==> src/rtl/uart_rx_param.sv <==
// uart_rx_param: oversampling UART receiver with configurable payload width,
// optional even/odd parity, one or two stop bits, and a valid/ready output
// register with a sticky overrun flag.
// Build option: define UART_RX_MAJORITY_EN to decide each bit as the 2-of-3
// majority of the samples one tick before, at, and one tick after mid-bit;
// left undefined, each bit is the single sample taken at mid-bit.
module uart_rx_param #(
  parameter int CLK_HZ      = 5_000_000,
  parameter int BAUD        = 9600,
  parameter int OVERSAMPLE  = 16,
  parameter int DATA_BITS   = 8,
  parameter int PARITY_MODE = 0,
  parameter int STOP_BITS   = 1
) (
  input  logic                 clock,
  input  logic                 reset,
  input  logic                 rx,
  output logic [DATA_BITS-1:0] data_out,
  output logic                 data_valid,
  input  logic                 data_ready,
  output logic                 parity_err,
  output logic                 frame_err,
  output logic                 overrun,
  output logic                 busy
);

  localparam int DIV_RAW = CLK_HZ / (BAUD * OVERSAMPLE);
  localparam int DIV     = (DIV_RAW < 1) ? 1 : DIV_RAW;
  localparam int DIV_W   = (DIV > 1) ? $clog2(DIV) : 1;
  localparam int TICK_W  = $clog2(OVERSAMPLE + 1);
  localparam int BIT_W   = 4;
`ifdef UART_RX_MAJORITY_EN
  // Decision is made on the last of the three samples, one tick past mid-bit.
  localparam int START_DEC = OVERSAMPLE / 2 + 1;
`else
  localparam int START_DEC = OVERSAMPLE / 2;
`endif

  localparam logic [DIV_W-1:0]  DIV_LAST   = DIV_W'(DIV - 1);
  localparam logic [DIV_W-1:0]  DIV_ONE    = DIV_W'(1);
  localparam logic [TICK_W-1:0] START_LAST = TICK_W'(START_DEC - 1);
  localparam logic [TICK_W-1:0] BIT_LAST   = TICK_W'(OVERSAMPLE - 1);
  localparam logic [TICK_W-1:0] TICK_ONE   = TICK_W'(1);
  localparam logic [BIT_W-1:0]  DATA_LAST  = BIT_W'(DATA_BITS - 1);
  localparam logic [BIT_W-1:0]  STOP_LAST  = BIT_W'(STOP_BITS - 1);
  localparam logic [BIT_W-1:0]  BIT_ONE    = BIT_W'(1);
  localparam logic              PAR_ODD    = (PARITY_MODE == 2) ? 1'b1 : 1'b0;

  typedef enum logic [2:0] {
    IDLE      = 3'd0,
    START     = 3'd1,
    DATA      = 3'd2,
    PARITY    = 3'd3,
    STOP      = 3'd4,
    WAIT_HIGH = 3'd5
  } state_t;

  // Even-parity reduction of the received payload.
  function automatic logic f_parity(input logic [DATA_BITS-1:0] d);
    return ^d;
  endfunction

`ifdef UART_RX_MAJORITY_EN
  // 2-of-3 vote across three neighbouring samples.
  function automatic logic f_majority3(input logic a, input logic b, input logic c);
    return (a & b) | (a & c) | (b & c);
  endfunction
`endif

  state_t                r_state;
  state_t                w_state_nxt;
  logic                  r_rx_meta;
  logic                  r_rx_sync;
  logic                  r_rx_prev;
  logic [DIV_W-1:0]      r_div_cnt;
  logic [TICK_W-1:0]     r_tick_cnt;
  logic [BIT_W-1:0]      r_bit_cnt;
  logic [DATA_BITS-1:0]  r_shift;
  logic                  r_par_bit;
  logic                  r_stop_err;
  logic [DATA_BITS-1:0]  r_data_out;
  logic                  r_data_valid;
  logic                  r_parity_err;
  logic                  r_frame_err;
  logic                  r_overrun;
  logic                  r_busy;
`ifdef UART_RX_MAJORITY_EN
  logic [1:0]            r_samp;
`endif

  logic                  w_tick;
  logic                  w_sample;
  logic                  w_bit;
  logic                  w_done;
  logic                  w_frame_err;
  logic                  w_parity_err;
  logic                  w_load;
  logic                  w_handshake;

  // Two-flop synchronizer on the raw line plus a delayed copy for edge detection.
  always_ff @(posedge clock) begin
    if (reset) begin
      r_rx_meta <= 1'b1;
      r_rx_sync <= 1'b1;
      r_rx_prev <= 1'b1;
    end else begin
      r_rx_meta <= rx;
      r_rx_sync <= r_rx_meta;
      r_rx_prev <= r_rx_sync;
    end
  end

  // Oversample tick and bit-decision strobe; both are idle outside a frame.
  always_comb begin
    w_tick   = 1'b0;
    w_sample = 1'b0;
    if (r_state != IDLE) begin
      w_tick = (r_div_cnt == DIV_LAST);
      if (r_state == START) begin
        w_sample = w_tick && (r_tick_cnt == START_LAST);
      end else begin
        w_sample = w_tick && (r_tick_cnt == BIT_LAST);
      end
    end else begin
      w_tick   = 1'b0;
      w_sample = 1'b0;
    end
  end

  // Clock divider and tick-within-bit counter, both held at zero in IDLE.
  always_ff @(posedge clock) begin
    if (reset) begin
      r_div_cnt  <= {DIV_W{1'b0}};
      r_tick_cnt <= {TICK_W{1'b0}};
    end else if (r_state == IDLE) begin
      r_div_cnt  <= {DIV_W{1'b0}};
      r_tick_cnt <= {TICK_W{1'b0}};
    end else begin
      if (w_tick) begin
        r_div_cnt <= {DIV_W{1'b0}};
      end else begin
        r_div_cnt <= r_div_cnt + DIV_ONE;
      end
      if (w_sample) begin
        r_tick_cnt <= {TICK_W{1'b0}};
      end else if (w_tick) begin
        r_tick_cnt <= r_tick_cnt + TICK_ONE;
      end
    end
  end

`ifdef UART_RX_MAJORITY_EN
  // History of the two most recent tick samples feeding the vote.
  always_ff @(posedge clock) begin
    if (reset) begin
      r_samp <= 2'b11;
    end else if (w_tick) begin
      r_samp <= {r_samp[0], r_rx_sync};
    end
  end

  // Bit value is the vote of the previous two tick samples and the current one.
  always_comb begin
    w_bit = f_majority3(r_samp[1], r_samp[0], r_rx_sync);
  end
`else
  // Bit value is the single synchronized sample at the decision tick.
  always_comb begin
    w_bit = r_rx_sync;
  end
`endif

  // Frame status as it will stand once the current stop sample is folded in.
  always_comb begin
    w_frame_err = r_stop_err | ~w_bit;
    if (PARITY_MODE != 0) begin
      w_parity_err = (f_parity(r_shift) ^ r_par_bit) != PAR_ODD;
    end else begin
      w_parity_err = 1'b0;
    end
  end

  // Next-state decode for the receive FSM.
  always_comb begin
    w_state_nxt = r_state;
    w_done      = 1'b0;
    case (r_state)
      IDLE: begin
        if (r_rx_prev && !r_rx_sync) begin
          w_state_nxt = START;
        end else begin
          w_state_nxt = IDLE;
        end
      end
      START: begin
        if (w_sample) begin
          if (w_bit) begin
            w_state_nxt = IDLE;
          end else begin
            w_state_nxt = DATA;
          end
        end else begin
          w_state_nxt = START;
        end
      end
      DATA: begin
        if (w_sample && (r_bit_cnt == DATA_LAST)) begin
          if (PARITY_MODE != 0) begin
            w_state_nxt = PARITY;
          end else begin
            w_state_nxt = STOP;
          end
        end else begin
          w_state_nxt = DATA;
        end
      end
      PARITY: begin
        if (w_sample) begin
          w_state_nxt = STOP;
        end else begin
          w_state_nxt = PARITY;
        end
      end
      STOP: begin
        if (w_sample && (r_bit_cnt == STOP_LAST)) begin
          w_done = 1'b1;
          if (w_frame_err) begin
            w_state_nxt = WAIT_HIGH;
          end else begin
            w_state_nxt = IDLE;
          end
        end else begin
          w_state_nxt = STOP;
        end
      end
      WAIT_HIGH: begin
        if (r_rx_sync) begin
          w_state_nxt = IDLE;
        end else begin
          w_state_nxt = WAIT_HIGH;
        end
      end
      default: begin
        w_state_nxt = IDLE;
      end
    endcase
  end

  // FSM state register.
  always_ff @(posedge clock) begin
    if (reset) begin
      r_state <= IDLE;
    end else begin
      r_state <= w_state_nxt;
    end
  end

  // Frame assembly: payload shift (LSB first), parity bit and stop-bit error.
  always_ff @(posedge clock) begin
    if (reset) begin
      r_bit_cnt  <= {BIT_W{1'b0}};
      r_shift    <= {DATA_BITS{1'b0}};
      r_par_bit  <= 1'b0;
      r_stop_err <= 1'b0;
    end else begin
      case (r_state)
        START: begin
          r_bit_cnt  <= {BIT_W{1'b0}};
          r_stop_err <= 1'b0;
        end
        DATA: begin
          if (w_sample) begin
            r_shift <= {w_bit, r_shift[DATA_BITS-1:1]};
            if (r_bit_cnt == DATA_LAST) begin
              r_bit_cnt <= {BIT_W{1'b0}};
            end else begin
              r_bit_cnt <= r_bit_cnt + BIT_ONE;
            end
          end
        end
        PARITY: begin
          if (w_sample) begin
            r_par_bit <= w_bit;
          end
        end
        STOP: begin
          if (w_sample) begin
            r_stop_err <= w_frame_err;
            r_bit_cnt  <= r_bit_cnt + BIT_ONE;
          end
        end
        default: begin
          r_bit_cnt <= r_bit_cnt;
        end
      endcase
    end
  end

  // Output register: load on completion when free or being drained, else flag overrun.
  always_comb begin
    w_handshake = r_data_valid && data_ready;
    w_load      = w_done && (!r_data_valid || data_ready);
  end

  // Holding register, handshake and sticky overrun.
  always_ff @(posedge clock) begin
    if (reset) begin
      r_data_out   <= {DATA_BITS{1'b0}};
      r_data_valid <= 1'b0;
      r_parity_err <= 1'b0;
      r_frame_err  <= 1'b0;
      r_overrun    <= 1'b0;
      r_busy       <= 1'b0;
    end else begin
      if (w_load) begin
        r_data_out   <= r_shift;
        r_parity_err <= w_parity_err;
        r_frame_err  <= w_frame_err;
        r_data_valid <= 1'b1;
      end else if (w_handshake) begin
        r_data_valid <= 1'b0;
      end
      if (w_handshake) begin
        r_overrun <= 1'b0;
      end else if (w_done && r_data_valid) begin
        r_overrun <= 1'b1;
      end
      r_busy <= (w_state_nxt != IDLE);
    end
  end

  assign data_out   = r_data_out;
  assign data_valid = r_data_valid;
  assign parity_err = r_parity_err;
  assign frame_err  = r_frame_err;
  assign overrun    = r_overrun;
  assign busy       = r_busy;

endmodule

==> config.mk <==
export PLATFORM = sky130hd
export DESIGN_NAME = uart_rx_param
export DESIGN_NICKNAME = d
export VERILOG_FILES = /design/src/rtl/uart_rx_param.sv
export SDC_FILE = /design/constraint.sdc
export NUM_CORES = 1
export LEC_CHECK = 0
export ABC_AREA = 1
export CAP_MARGIN = 20
export CORE_ASPECT_RATIO = 1.2
export CORE_UTILIZATION = 25
export CTS_BUF_LIST = sky130_fd_sc_hd__clkbuf_4 sky130_fd_sc_hd__clkbuf_8
export DETAILED_ROUTE_END_ITERATION = 16
export HOLD_SLACK_MARGIN = 0.03
export PLACE_DENSITY_LB_ADDON = 0.25
export SLEW_MARGIN = 20
export SYNTH_ARGS = -nofsm -noshare
export SYNTH_HDL_FRONTEND = slang
export SYNTH_SLANG_ARGS = --single-unit
==> constraint.sdc <==
create_clock -name clock -period 4.9 [get_ports clock]
set_input_delay 0.735 -clock clock [delete_from_list [all_inputs] [get_ports clock]]
set_output_delay 0.735 -clock clock [all_outputs]
set_load 0.005 [all_outputs]
# After elaboration in Yosys (flattened, before gate mapping)

Cells that the tools add are included.

RAM bits: 0
Output and inout bits: 13
Memories kept: 0
Latch bits: 0
Bits in read-only memories: 0
Bits of input ports: 4
Register bits: 41
Logic and storage cells: 76

Mux-type cells: 22
Div/mod/pow operators: 0
Reduce and logical (&&, ||, !) cells: 24
Shift operators: 0
Order comparisons: 0
Multipliers: 0
Bitwise gates (word level): 2
Equal/unequal tests: 11
Add/sub/neg operators: 3

Operator list:

| kind                                          | count |
|---|---|
| two-way mux 3 bit                             | 6 |
| case mux 3 bit (6 select lines)               | 1 |
| two-way mux 4 bit                             | 3 |
| case mux 4 bit (3 select lines)               | 1 |
| adder 5 x 1 -> 5 bit, second input constant   | 2 |
| two-way mux 1 bit                             | 9 |
| nonzero test 3 bit                            | 3 |
| logical AND 1 bit                             | 8 |
| == test 3 x 2 -> 1 bit, second input constant | 2 |
| == test 3 bit, second input constant          | 2 |
| OR reduction 3 bit                            | 2 |
| == test 5 x 3 -> 1 bit, second input constant | 1 |
| == test 5 x 4 -> 1 bit, second input constant | 1 |
| == test 5 bit, second input constant          | 1 |
| adder 4 x 1 -> 4 bit, second input constant   | 1 |
| == test 4 x 3 -> 1 bit, second input constant | 1 |
| logical NOT 4 bit                             | 1 |
| inequality test 2 bit, second input constant  | 2 |
| AND reduction 2 bit                           | 2 |
| nonzero test 2 bit                            | 2 |
| == test 3 x 1 -> 1 bit, second input constant | 1 |
| logical NOT 3 bit                             | 1 |
| AND reduction 3 bit                           | 1 |
| logical NOT 1 bit                             | 2 |
| 6 further kinds                               | 6 |

# Logic depth before layout (Yosys ltp)

Word-level depth: 9
Mapped depth: 12
Gate-level depth less buffers: 12

# Worst setup path before layout

No wires, ideal clock.

Kind: register to register
From: reg r_div_cnt[0]
To: reg r_data_out[0] (netlist: data_out[0])
Data required time: 4,787 ps
Setup slack: 3,224 ps
Library setup time: 113 ps
Arrival time: 1,563 ps
Cell stages (with the launch flop): 11
Clock period less this slack: 1,676 ps
Buffers on the path: 1
Cells stage by stage: dfxtp_1 > ha_1 > nand2_1 > nor2_1 > ha_1 > nand3_2 > nor2_4 > nand4_4 > buf_2 > nor2_1 > nor2_1

Word-level cells in the longest chain between the ends: 8
Elaborated cells on any way between the ends: 9
Those cells by class: eq/ne: 1; mux: 4; reduce/logical: 4

RTL lines:

| what                                 | RTL line | RTL |
|---|---|---|
| start, declared                      | 75       | `logic [DIV_W-1:0] r_div_cnt;` |
| start signal, assigned               | 133      | `r_div_cnt <= {DIV_W{1'b0}};` |
| start signal, assigned               | 136      | `r_div_cnt <= {DIV_W{1'b0}};` |
| start signal, assigned               | 140      | `r_div_cnt <= {DIV_W{1'b0}};` |
| == test 5 bit *                      | 118      | `w_tick = (r_div_cnt == DIV_LAST);` |
| logical AND 1 bit (on tied branches) | 122, 120 |  |
| two-way mux 1 bit *                  | 119      | `if (r_state == START) begin` |
| two-way mux 1 bit *                  | 117      | `if (r_state != IDLE) begin` |
| logical AND 1 bit *                  | 225      | `if (w_sample && (r_bit_cnt == STOP_LAST)) begin` |
| two-way mux 1 bit *                  | 225      |  |
| two-way mux 1 bit *                  | 187      | `case (r_state)` |
| logical AND 1 bit *                  | 302      | `w_load = w_done && (!r_data_valid \|\| data_ready);` |
| end signal, assigned                 | 308      | `r_data_out <= {DATA_BITS{1'b0}};` |
| end signal, assigned                 | 316      | `r_data_out <= r_shift;` |
| end, declared                        | 81       | `logic [DATA_BITS-1:0] r_data_out;` |

Every way passes the cells marked *; elsewhere a longest branch is shown, timed or not.
A chain may end at the register's enable or synchronous reset.

# Final worst setup path

From: in reset
To: reg r_tick_cnt[2]

Word-level cells in the longest chain between the ends: 1

RTL lines:

| what                                | RTL line | RTL |
|---|---|---|
| start, declared                     | 16       | `input logic reset,` |
| OR reduction 3 bit (no source line) | n/a      |  |
| end signal, assigned                | 134      | `r_tick_cnt <= {TICK_W{1'b0}};` |
| end signal, assigned                | 137      | `r_tick_cnt <= {TICK_W{1'b0}};` |
| end signal, assigned                | 145      | `r_tick_cnt <= {TICK_W{1'b0}};` |
| end, declared                       | 76       | `logic [TICK_W-1:0] r_tick_cnt;` |

No other way between the ends.

==> reports/metrics.cfg <==
[timing]
max_slew.worst_pin.slew_ns=0.919
fin_crit_ns=2.57
rsz0062_at_grt=no
clock.fmax_ghz=0.390
period_share_pct=52.4
finalSetupViolations=0
hold_viol_final=0
slew_headroom_pct=38.4
drv_slew=0
tns_ns=0
fin_skew_ns=0.0107

[logic_synthesis]
syn-num-nets=275
syn_inst=266
ys_warn_count=0
synth_area_mm2=0.00189
synth_cell_types=27
ys_seq_area_share_pct=43.4
ys_ff_latch=41
postSynthAreaPerCell_um2=7.11

[worst_setup_path]
worstSetupPathType=in2reg
path_buf_inv=2
worstSetupEndpointType=register
critical_path.max_fanout=19
path_delay_family=buffers and inverters
crit_path_cell_trace=clkdlybuf4s50_1, clkinv_1, nand3_1, nor2_1
cp_slowest_stage_delay_ns=0.78
arrival_ns=2.75
start_kind=primary input
critPathRequiredTime_ns=5.08
slowest_stage=clkdlybuf4s50_1

[place]
routabilityCongestion=0.810
port_buffers=15
placed_area_mm2=0.00212
dp_hpwl_mm=2.64

[power_and_ir_drop]
p_leak_uw=0.000946
ir_worst_vdd_uv=141
p_per_area_mw_per_mm2=303
p_total_uw=683

[floorplanning]
rows=34
start_util_pct=26.0
pin_count=17
die_h_um=97.3
die_width_um=81.4
die_area_mm2=0.00792
core_area_mm2=0.00727

[clock_tree]
cts_tree=yes
path_clk_slew_ns=0.09
cts_max_level=2
cts-root-buf=clkbuf_8
clock_tree.buffer_depth=2
ctsHoldBuffers=0
clock_latency_ns=0.30
cts_buffers=5
postCtsSetupBuffers=0
cts_num_sinks=41
cts_resized=0

[global_route]
grt_max_degree=20
grt_usage_pct=10.7
grt_pass1_wl_mm=6.70
grt_pass1_vias=1486
antenna_found_initial=0
overflow=0

[detailed_routing]
drt_iter0_markers=62
wl_per_cell_um=10.2
viasPerCell=4.29
antenna_left=0
drc=0
drt-total-wl_mm=3.81
vias=1602
dr.pass1.iters=5

[final_layout]
finalInstanceArea_mm2=0.00226
fin_nets=291
most-common-layout-cells=65 x nand2_1, 41 x dfxtp_1, 33 x nand3_1, 32 x nor2_1, 31 x inv_1
layout_commonest_cell=nand2_1
antennaDiodeCount=0
drive_gt1_share_pct=8.48
fill_cells=783
area_delta_synth_final_pct=19.2

[hold_path]
hold_path.class=reg2reg

[status]
status=finished, final reports clean

[job]
drv_cap=0

[final timing paths]
| kind | start | to | slack (ns) | cells after the start |
|---|---|---|---|---|
| hold / removal | r_rx_meta | r_rx_sync | 0.42 | 1 |
| setup reg to reg | r_div_cnt[0] | data_out[2] | 2.83 | 9 |
| setup / recovery | reset | r_tick_cnt[2] | 2.33 | 4 |
| hold reg to reg | r_rx_meta | r_rx_sync | 0.42 | 1 |
[synthesized netlist by cell type, drive strengths merged]
cell type	count	area (um2)
conb	1	3.75
clkinv	1	3.75
nand4	6	52.6
a211oi	1	7.51
a21oi	19	95.1
nand2	67	256
nor3b	1	7.51
nor2	34	143
nor3	3	20.0
xor2	2	17.5
o21ai	6	33.8
dfxtp	41	821
ha	5	62.6
inv	35	131
clkbuf	2	7.51
buf	4	25.0
nand3	35	185
or2	3	18.8
[kinds of logic after synthesis]
| group | share of synthesized area, % |
|---|---|
| compound gates | 7.21 |
| xor+xnor | 0.926 |
| fa+ha+maj | 3.31 |
| buf+inv | 8.86 |
| flops | 43.4 |
| other cells | 0.198 |
| simple gates | 36.1 |
[through the flow]
step                      utilization (%)  hold slack [ns]  setup slack [ns]  cells
after detailed placement             29.2            0.401              2.02    365
after global placement               29.2            0.409              2.03    365
final                                31.0            0.423              2.33    373
after floorplan                         -            0.389              3.22    266
after global routing                 31.0            0.446              2.22    373
after CTS                            31.0            0.426              2.34    373
[area by class of cell]
| type | count | area [um2] | share of cell area, % |
|---|---|---|---|
| Multi-Input combinational cell | 183 | 903 | 40.0 |
| Tap cell | 90 | 113 | 4.99 |
| Clock inverter | 3 | 65.1 | 2.88 |
| Timing Repair Buffer | 15 | 150 | 6.66 |
| Sequential cell | 41 | 821 | 36.4 |
| Inverter | 36 | 135 | 5.99 |
| Clock buffer | 5 | 68.8 | 3.05 |
[flip-flops by register name (all words and copies together), names as in the netlist, 3 cells and up]
name        cells
r_tick_cnt      5
r_shift         8
r_bit_cnt       4
data_out        8
r_state         3
r_div_cnt       5
[where the power goes]
| group | total (uW) | switching, uW | leakage, uW | internal, uW |
|---|---|---|---|---|
| clock | 323 | 121 | 0.0000681 | 202 |
| combinational | 22.1 | 14.9 | 0.000547 | 7.20 |
| sequential | 337 | 1.93 | 0.000331 | 335 |
[metal layers]
layer | vias up | GRT usage (%) | routed length (um)
met5 | - | 0 | 0
met4 | 0 | 3.85 | 71
met3 | 7 | 2.82 | 103
met2 | 20 | 16.7 | 1700
met1 | 698 | 13.8 | 1940
li1 | 877 | - | -
[worst register-to-register path: stages (launching register included)]
cell and delay, ns:
dfxtp_1 0.36, ha_1 0.17, nand2_1 0.07, nor2_1 0.10
ha_1 0.25, nand3_2 0.12, nor2_4 0.34, nand4_4 0.32
nor2_1 0.18, nor2_1 0.06
Note: power is estimated with default switching activity, not from simulation.
